$ cat config.mk
export PLATFORM = sky130hd
export DESIGN_NAME = pc_sequencer
export DESIGN_NICKNAME = d
export VERILOG_FILES = /design/src/rtl/pc_sequencer.sv
export SDC_FILE = /design/constraint.sdc
export NUM_CORES = 1
export LEC_CHECK = 0
export ABC_AREA = 1
export CAP_MARGIN = 15
export CORE_MARGIN = 3
export CORE_UTILIZATION = 32
export CTS_CLUSTER_SIZE = 12
export DETAILED_ROUTE_END_ITERATION = 10
export PLACE_DENSITY = 0.6
export SKIP_LAST_GASP = 1
export SLEW_MARGIN = 5
export SYNTH_ARGS = -nofsm -noshare
export SYNTH_HDL_FRONTEND = slang
export SYNTH_SLANG_ARGS = --single-unit
$ cat constraint.sdc
create_clock -name clk -period 2.1 [get_ports clk]
set_input_delay 0.21 -clock clk [delete_from_list [all_inputs] [get_ports clk]]
set_output_delay 0.21 -clock clk [all_outputs]
set_load 0.005 [all_outputs]
$ cat src/rtl/pc_sequencer.sv
// pc_sequencer: program-counter control for the 16-bit core.
// Holds the architectural PC and picks the next fetch address each cycle from
// sequential step, jump, taken branch, interrupt vector or interrupt return.
// The PC is presented to instruction memory through a valid/ready handshake.
//
// Ports:
//   clk, rst                       clock (rising edge), async active-high reset
//   stall, fetch_ready             gate sequential advance only
//   jump/jump_target               unconditional redirect
//   branch_taken/branch_target     taken-branch redirect
//   reti                           return from interrupt (pc<=epc, irq_en<=1)
//   halt                           enter HALT
//   irq_req                        level-sensitive interrupt request
//   pc, fetch_valid                fetch address and its valid flag
//   epc, irq_en, irq_ack, halted   saved return address, irq enable,
//                                  entry pulse, halt indication
//
// state | meaning
// BOOT  | single cycle after reset release, no fetch issued
// RUN   | fetching; redirects, interrupts and sequential advance
// HALT  | no fetch; waits for interrupt, jump or branch
module pc_sequencer #(
    parameter logic [15:0] RESET_VEC = 16'h0000,
    parameter logic [15:0] IRQ_VEC   = 16'h0004,
    parameter int          PC_STEP   = 2
) (
    input  logic        clk,
    input  logic        rst,
    input  logic        stall,
    input  logic        fetch_ready,
    input  logic        jump,
    input  logic [15:0] jump_target,
    input  logic        branch_taken,
    input  logic [15:0] branch_target,
    input  logic        reti,
    input  logic        halt,
    input  logic        irq_req,
    output logic [15:0] pc,
    output logic        fetch_valid,
    output logic [15:0] epc,
    output logic        irq_en,
    output logic        irq_ack,
    output logic        halted
);

    typedef enum logic [1:0] {
        BOOT = 2'd0,
        RUN  = 2'd1,
        HALT = 2'd2
    } state_t;

    localparam logic [15:0] STEP = 16'(PC_STEP);

    state_t      state, state_n;
    logic [15:0] pc_n, epc_n, pc_inc;
    logic        irq_en_n, irq_ack_n;
    logic        adv, irq_take;

    assign fetch_valid = (state == RUN);
    assign halted      = (state == HALT);
    assign adv         = fetch_valid && fetch_ready && !stall;
    assign irq_take    = irq_req && irq_en;
    assign pc_inc      = pc + STEP;   // wraps modulo 2^16

    always_comb begin
        state_n   = state;
        pc_n      = pc;
        epc_n     = epc;
        irq_en_n  = irq_en;
        irq_ack_n = 1'b0;
        case (state)
            BOOT: state_n = RUN;
            RUN: begin
                if (jump) begin
                    pc_n = jump_target;
                end else if (branch_taken) begin
                    pc_n = branch_target;
                end else if (reti) begin
                    pc_n     = epc;
                    irq_en_n = 1'b1;
                end else if (irq_take && adv) begin
                    epc_n     = pc_inc;
                    pc_n      = IRQ_VEC;
                    irq_en_n  = 1'b0;
                    irq_ack_n = 1'b1;
                end else if (halt) begin
                    state_n = HALT;
                end else if (adv) begin
                    pc_n = pc_inc;
                end
            end
            HALT: begin
                if (jump) begin
                    pc_n    = jump_target;
                    state_n = RUN;
                end else if (branch_taken) begin
                    pc_n    = branch_target;
                    state_n = RUN;
                end else if (irq_take) begin
                    epc_n     = pc_inc;
                    pc_n      = IRQ_VEC;
                    irq_en_n  = 1'b0;
                    irq_ack_n = 1'b1;
                    state_n   = RUN;
                end
            end
            default: state_n = BOOT;
        endcase
    end

    // Bit 0 is cleared on every load so pc and epc stay halfword aligned.
    always_ff @(posedge clk or posedge rst) begin
        if (rst) begin
            state   <= BOOT;
            pc      <= {RESET_VEC[15:1], 1'b0};
            epc     <= 16'h0000;
            irq_en  <= 1'b0;
            irq_ack <= 1'b0;
        end else begin
            state   <= state_n;
            pc      <= {pc_n[15:1], 1'b0};
            epc     <= {epc_n[15:1], 1'b0};
            irq_en  <= irq_en_n;
            irq_ack <= irq_ack_n;
        end
    end

endmodule

* After elaboration in Yosys (flattened, before gate mapping)
Cells that the tools add are included.
** Cells by class
- Add/sub/neg operators :: 1
- Equal/unequal tests :: 15
- Mux-type cells :: 43
- Reductions and logical operators :: 11
** Operator list (number)
- $mux 16 :: 16
- $pmux 16 s2 :: 2
- $add 16x2->16 const B :: 1
- $mux 2 :: 8
- $mux 1 :: 14
- $ne 2x2->1 const B :: 7
- $reduce_and 8->1 :: 1
- $reduce_and 7->1 :: 1
- $ne 6x4->1 const B :: 1
- $ne 6x5->1 const B :: 1
- $pmux 2 s3 :: 1
- $reduce_and 6->1 :: 1
- $logic_and 1x1->1 :: 4
- $ne 2x1->1 const B :: 2
- $ne 4x3->1 const B :: 1
- $pmux 1 s2 :: 2
- $reduce_and 4->1 :: 1
- $ne 3x2->1 const B :: 1
- $eq 2x1->1 const B :: 1
- $eq 2x2->1 const B :: 1
- $logic_not 2->1 :: 1
- $reduce_bool 2->1 :: 1
- $logic_not 1->1 :: 1
** Storage, ports and cells
- Register bits after elaboration :: 34
- Input port bits :: 41
- Output and inout port bits :: 36
- Logic and storage cells :: 75

* Longest topological paths before layout
Gate-level depths: netlist (run 1).
- Depth after elaboration :: 10
- Mapped depth :: 12
- Depth with buffers taken out :: 11

* Worst setup path before layout (run 1)
Ideal clock, no wire load.
- Path kind :: reg2reg
- From :: register state[0]
- To :: register epc[9]
- Library setup time :: 0.126 ns
- Data arrival time :: 1.638 ns
- Required time :: 1.974 ns
- Setup slack :: 0.336 ns
- Cell stages (with the launch flop) :: 10
- Path buffers :: 1
- Path through :: dfrtp_1 inv_1 ha_1 nor2_1 nor2_4 nor3_2 nand2_2 clkinv_2 buf_6 o21ai_0
** On the way
- Elaborated cells on any way between the ends :: 15
** RTL lines
- start: declaration :: RTL line 54 : state_t state, state_n;
- start signal: assignment :: RTL line 120 : state <= state_n;
- $eq 2x2->1 *
- net halted :: RTL line 43 : output logic halted
- $ne 2x1->1 (no source line) (tied with other cells)
- $reduce_and 8->1 (no source line)
- end signal: assignment :: RTL line 122 : epc <= {epc_n[15:1], 1'b0};
- end: declaration :: RTL line 40 : output logic [15:0] epc,
The timed path passes the listed nets; every way through them passes the cells marked *.
A chain may end at the register's enable or synchronous reset.

* Worst setup path in the final report (run 1)
- From :: register state[0]
- To :: register pc[3]
** On the way
- Longest elaborated chain between the ends :: 9
- Elaborated cells on any way between the ends :: 15
** Ends and longest elaborated chain
- $eq 2x1->1 :: RTL line 59, 71
- $logic_and 1x1->1 (2 in series) :: RTL line 61 : assign adv = fetch_valid && fetch_ready && !stall;
- $logic_and 1x1->1 :: RTL line 81 : end else if (irq_take && adv) begin
- $mux 16 :: RTL line 81
- $mux 16 :: RTL line 78 : end else if (reti) begin
- $mux 16 :: RTL line 76 : end else if (branch_taken) begin
- $mux 16 :: RTL line 74 : if (jump) begin
- $pmux 16 s2 :: RTL line 71 : case (state)
- end signal: assignment :: RTL line 115 : pc <= {RESET_VEC[15:1], 1'b0};
- end signal: assignment :: RTL line 121 : pc <= {pc_n[15:1], 1'b0};
- end: declaration :: RTL line 38 : output logic [15:0] pc,
Parallel ways exist; a longest one is shown, timed or not.

==> results of run 1 <==
placed cells by master, fill, tap and decap left out, drive strengths merged:
master           n
nand2          125
clkdlybuf4s50   72
nor2            51
dfrtp           34
inv             34
o21ai           31
nand3           22
buf             22
a21oi           14
nor3             8
ha               7
clkbuf           7
xor2             5
nand4            5
a22oi            3
o211ai           2
o31ai            2
a21boi           2
a211oi           2
conb             2
nand3b           1
o22ai            1
xnor2            1
clkinv           1
o21bai           1
bufinv           1
critical path, cell delays in order, from the launching register on:
cell and delay [ps]:
dfrtp_1 420, inv_1 90, ha_1 290, inv_1 100
nor2_1 60, nand2_1 70, nand2_1 50, nor2_1 170
nand2_2 150, buf_4 180, nor3_1 170, nor2_1 60
cell families (layout without fill, tap and decap cells):
kind of cell	count (synthesis)	in the layout	synth area share, %
simple gates	212	212	36.08
compound gates	58	58	13.38
buf+inv	49	137	9.623
flops	34	34	35.00
fa+ha+maj	7	7	3.603
xor+xnor	6	6	2.162
other cells	1	2	0.1543
how the worst min path moves through the flow:
| stage | start | to | cells past startpoint | slack, ps |
|---|---|---|---|---|
| after detailed placement | epc[5]$_DFFE_PP0P_ | epc[5]$_DFFE_PP0P_ | 2 | 500 |
| after global routing | rst | pc[14]$_DFFE_PP0P_ | 3 | 360 |
| after global placement | epc[14]$_DFFE_PP0P_ | epc[14]$_DFFE_PP0P_ | 2 | 500 |
| final | rst | pc[14]$_DFFE_PP0P_ | 3 | 320 |
| after CTS | rst | epc[4]$_DFFE_PP0P_ | 3 | 330 |
| after floorplan | rst | epc[10]$_DFFE_PP0P_ | 1 | 350 |
per-stage QoR:
step / hold WS [ps] / utilization, % / cell area (um^2) / power [W]
global placement: 501.7 / 45.78 / 3356 / 0.003532
CTS: 332.8 / 47.23 / 3462 / 0.004217
finish: 322.7 / 47.38 / 3473 / 0.004199
global route: 355.1 / 47.38 / 3473 / 0.004599
detailed placement: 496.4 / 45.78 / 3356 / 0.003581
floorplan: 351.6 / - / 2435 / 0.002519
where the power goes:
part           internal (W)  total, W  leakage, nW  switching, W
logic               0.00114   0.00239         1.12       0.00125
clock network      0.000355  0.000610       0.0524      0.000254
registers          0.000913   0.00120        0.443      0.000284
total               0.00241   0.00420         1.61       0.00179
per-layer routing:
metal | part of all wire [%] | GRT usage (%) | up-vias
met4 | 0.92 | 5.739 | 0
met1 | 46 | 25.16 | 1227
met5 | 0 | 0 | -
met2 | 45 | 29.69 | 93
li1 | - | - | 1348
met3 | 7.9 | 4.586 | 8
repair_timing:
action | in CTS | in global routing
hold buffers | 0 | 0
setup endpoints to repair | 0 | 13
resized for setup | 0 | 5
cell type report:
| cell class | count | area [um^2] |
|---|---|---|
| Fill cell | 756 | 3857 |
| Multi-Input combinational cell | 285 | 1360 |
| Timing Repair Buffer | 94 | 898.4 |
| Sequential cell | 34 | 850.8 |
| Inverter | 35 | 133.9 |
| Tap cell | 99 | 123.9 |
| Clock buffer | 7 | 76.32 |
| Clock inverter | 1 | 30.03 |
flip-flops by register name (all words and copies together), names as in the netlist:
name,count
irq_en,1
state,2
epc,15
pc,15
irq_ack,1
==> metrics.md, run 1 <==
| Metric | Value |
|---|---|
| Iter 0 DRT Violations | `153` |
| Setup Slack @ Placement | `77.88 ps` |
| CP Max Fanout | `7` |
| Die width | `93.16 um` |
| Via density | `4.822` |
| HP Class | `in -> async` |
| Reg-to-Reg Start | `state[0]$_DFFE_PP0P_` |
| Initial antenna violation count | `0` |
| CP endpoint kind | `register` |
| Drt drc | `0` |
| Most frequent cell after synthesis | `nand2_1` |
| Post-synth top cells | `nand2_1, nor2_1, dfrtp_1` |
| Setup CP Type | `reg -> reg` |
| Yosys top cell area share | `35.00%` |
| Gate Count Post-Synth | `367` |
| Via count | `2676` |
| Worst Skew | `9.900 ps` |
| Achievable Freq | `0.5172 GHz` |
| Grt ovf | `0` |
| Clk sink count | `34` |
| Yosys reg bits | `34` |
| Final hold vios | `0` |
| RR Endpoint | `pc[3]$_DFFE_PP0P_` |
| CTS tree | `built` |
| FP Rows | `31` |
| Startpoint Class | `register` |
| Max H-tree Level | `2` |
| Worst Setup Slack, final | `166.4 ps` |
| Worst r2r path cells | `11` |
| Core box area | `0.007331 mm^2` |
| Height of the die | `93.16 um` |
| Starting Density | `33.16%` |
| Top cell type by total area after synthesis | `dfrtp_1` |
| P_leak | `1.614 nW` |
| R2R setup slack | `170 ps` |
| Predominant post-synthesis flop cell | `dfrtp_1` |
| Tmin final | `1934 ps` |
| Setup violations, final | `0` |
| I/O pin total | `77` |
| GRT Total Usage | `18.72%` |
| Critical path data arrival time | `2110 ps` |
| Clock-pin transition on the worst setup and hold timing paths | `80 ps` |
| Avg Inst Size Synth | `6.624 um^2` |
| Outcome | `complete, no violations` |
| Syn Std Cell Area | `0.002431 mm^2` |
| ANT nets after route | `0` |
| Placed Cells | `547` |
| Max-capacitance violation count | `0` |
| YS warnings | `0` |
| First-pass GRT wire length | `12700 um` |
| DPL Wire Length | `5834 um` |
| Share of cells above drive strength 1 | `8.991%` |
| Critical path required time | `2280 ps` |
| Post-layout net count | `503` |
| Clk buf depth | `2` |
| Root Driver | `clkbuf_8` |
| PD cells | `1209 mW/mm^2` |
| Largest net degree at the start of global routing | `35` |
| Routed Wire Length | `7689 um` |
| Ant diodes | `0` |
| Port Buffers | `72` |
| Area Overhead vs Synth | `42.87%` |
| Worst-Skew Late Latency | `290 ps` |
| Number of global-route vias before repair | `2597` |
| Number of flops mapped to enable cells by yosys | `0` |
| Wire length per cell | `13.85 um` |
| Async set or reset register ratio after synthesis | `100.0%` |
| Crit path to | `pc[3]$_DFFE_PP0P_` |
| Top cells by area, synth | `dfrtp_1, nand2_1, nor2_1` |
| Routability cong. | `0.8619` |
| Final Non-Filler Cells | `555` |
| Drt pass-1 iters | `4` |
| Distinct cells, synth | `35` |
| Peak VDD IR | `0.4785 mV` |
| Period utilisation layout | `92.08%` |
| Sum Neg Setup Slack | `0 ps` |
| Post-CTS setup buffer count | `0` |
| Num CTS Buffers | `5` |
| Die Area | `0.008679 mm^2` |
| Seq/Total Area, Yosys | `35.00%` |
| Critical path launch point | `state[0]$_DFFE_PP0P_` |
| Max-slew violations | `0` |
Note: power is estimated with default switching activity, not from simulation.
==> inputs of run 2 (changes only) <==
- CTS_CLUSTER_SIZE: 12 -> default
- SKIP_LAST_GASP: 1 -> default
==> results of run 2 <==
The final DEF is identical to that of run 1; final timing and power are the same.
==> inputs of run 3 (changes only) <==
- HOLD_SLACK_MARGIN: default -> 0.03
- SKIP_CTS_REPAIR_TIMING: default -> 1
==> results of run 3 <==
The final DEF is identical to that of run 1; final timing and power are the same.
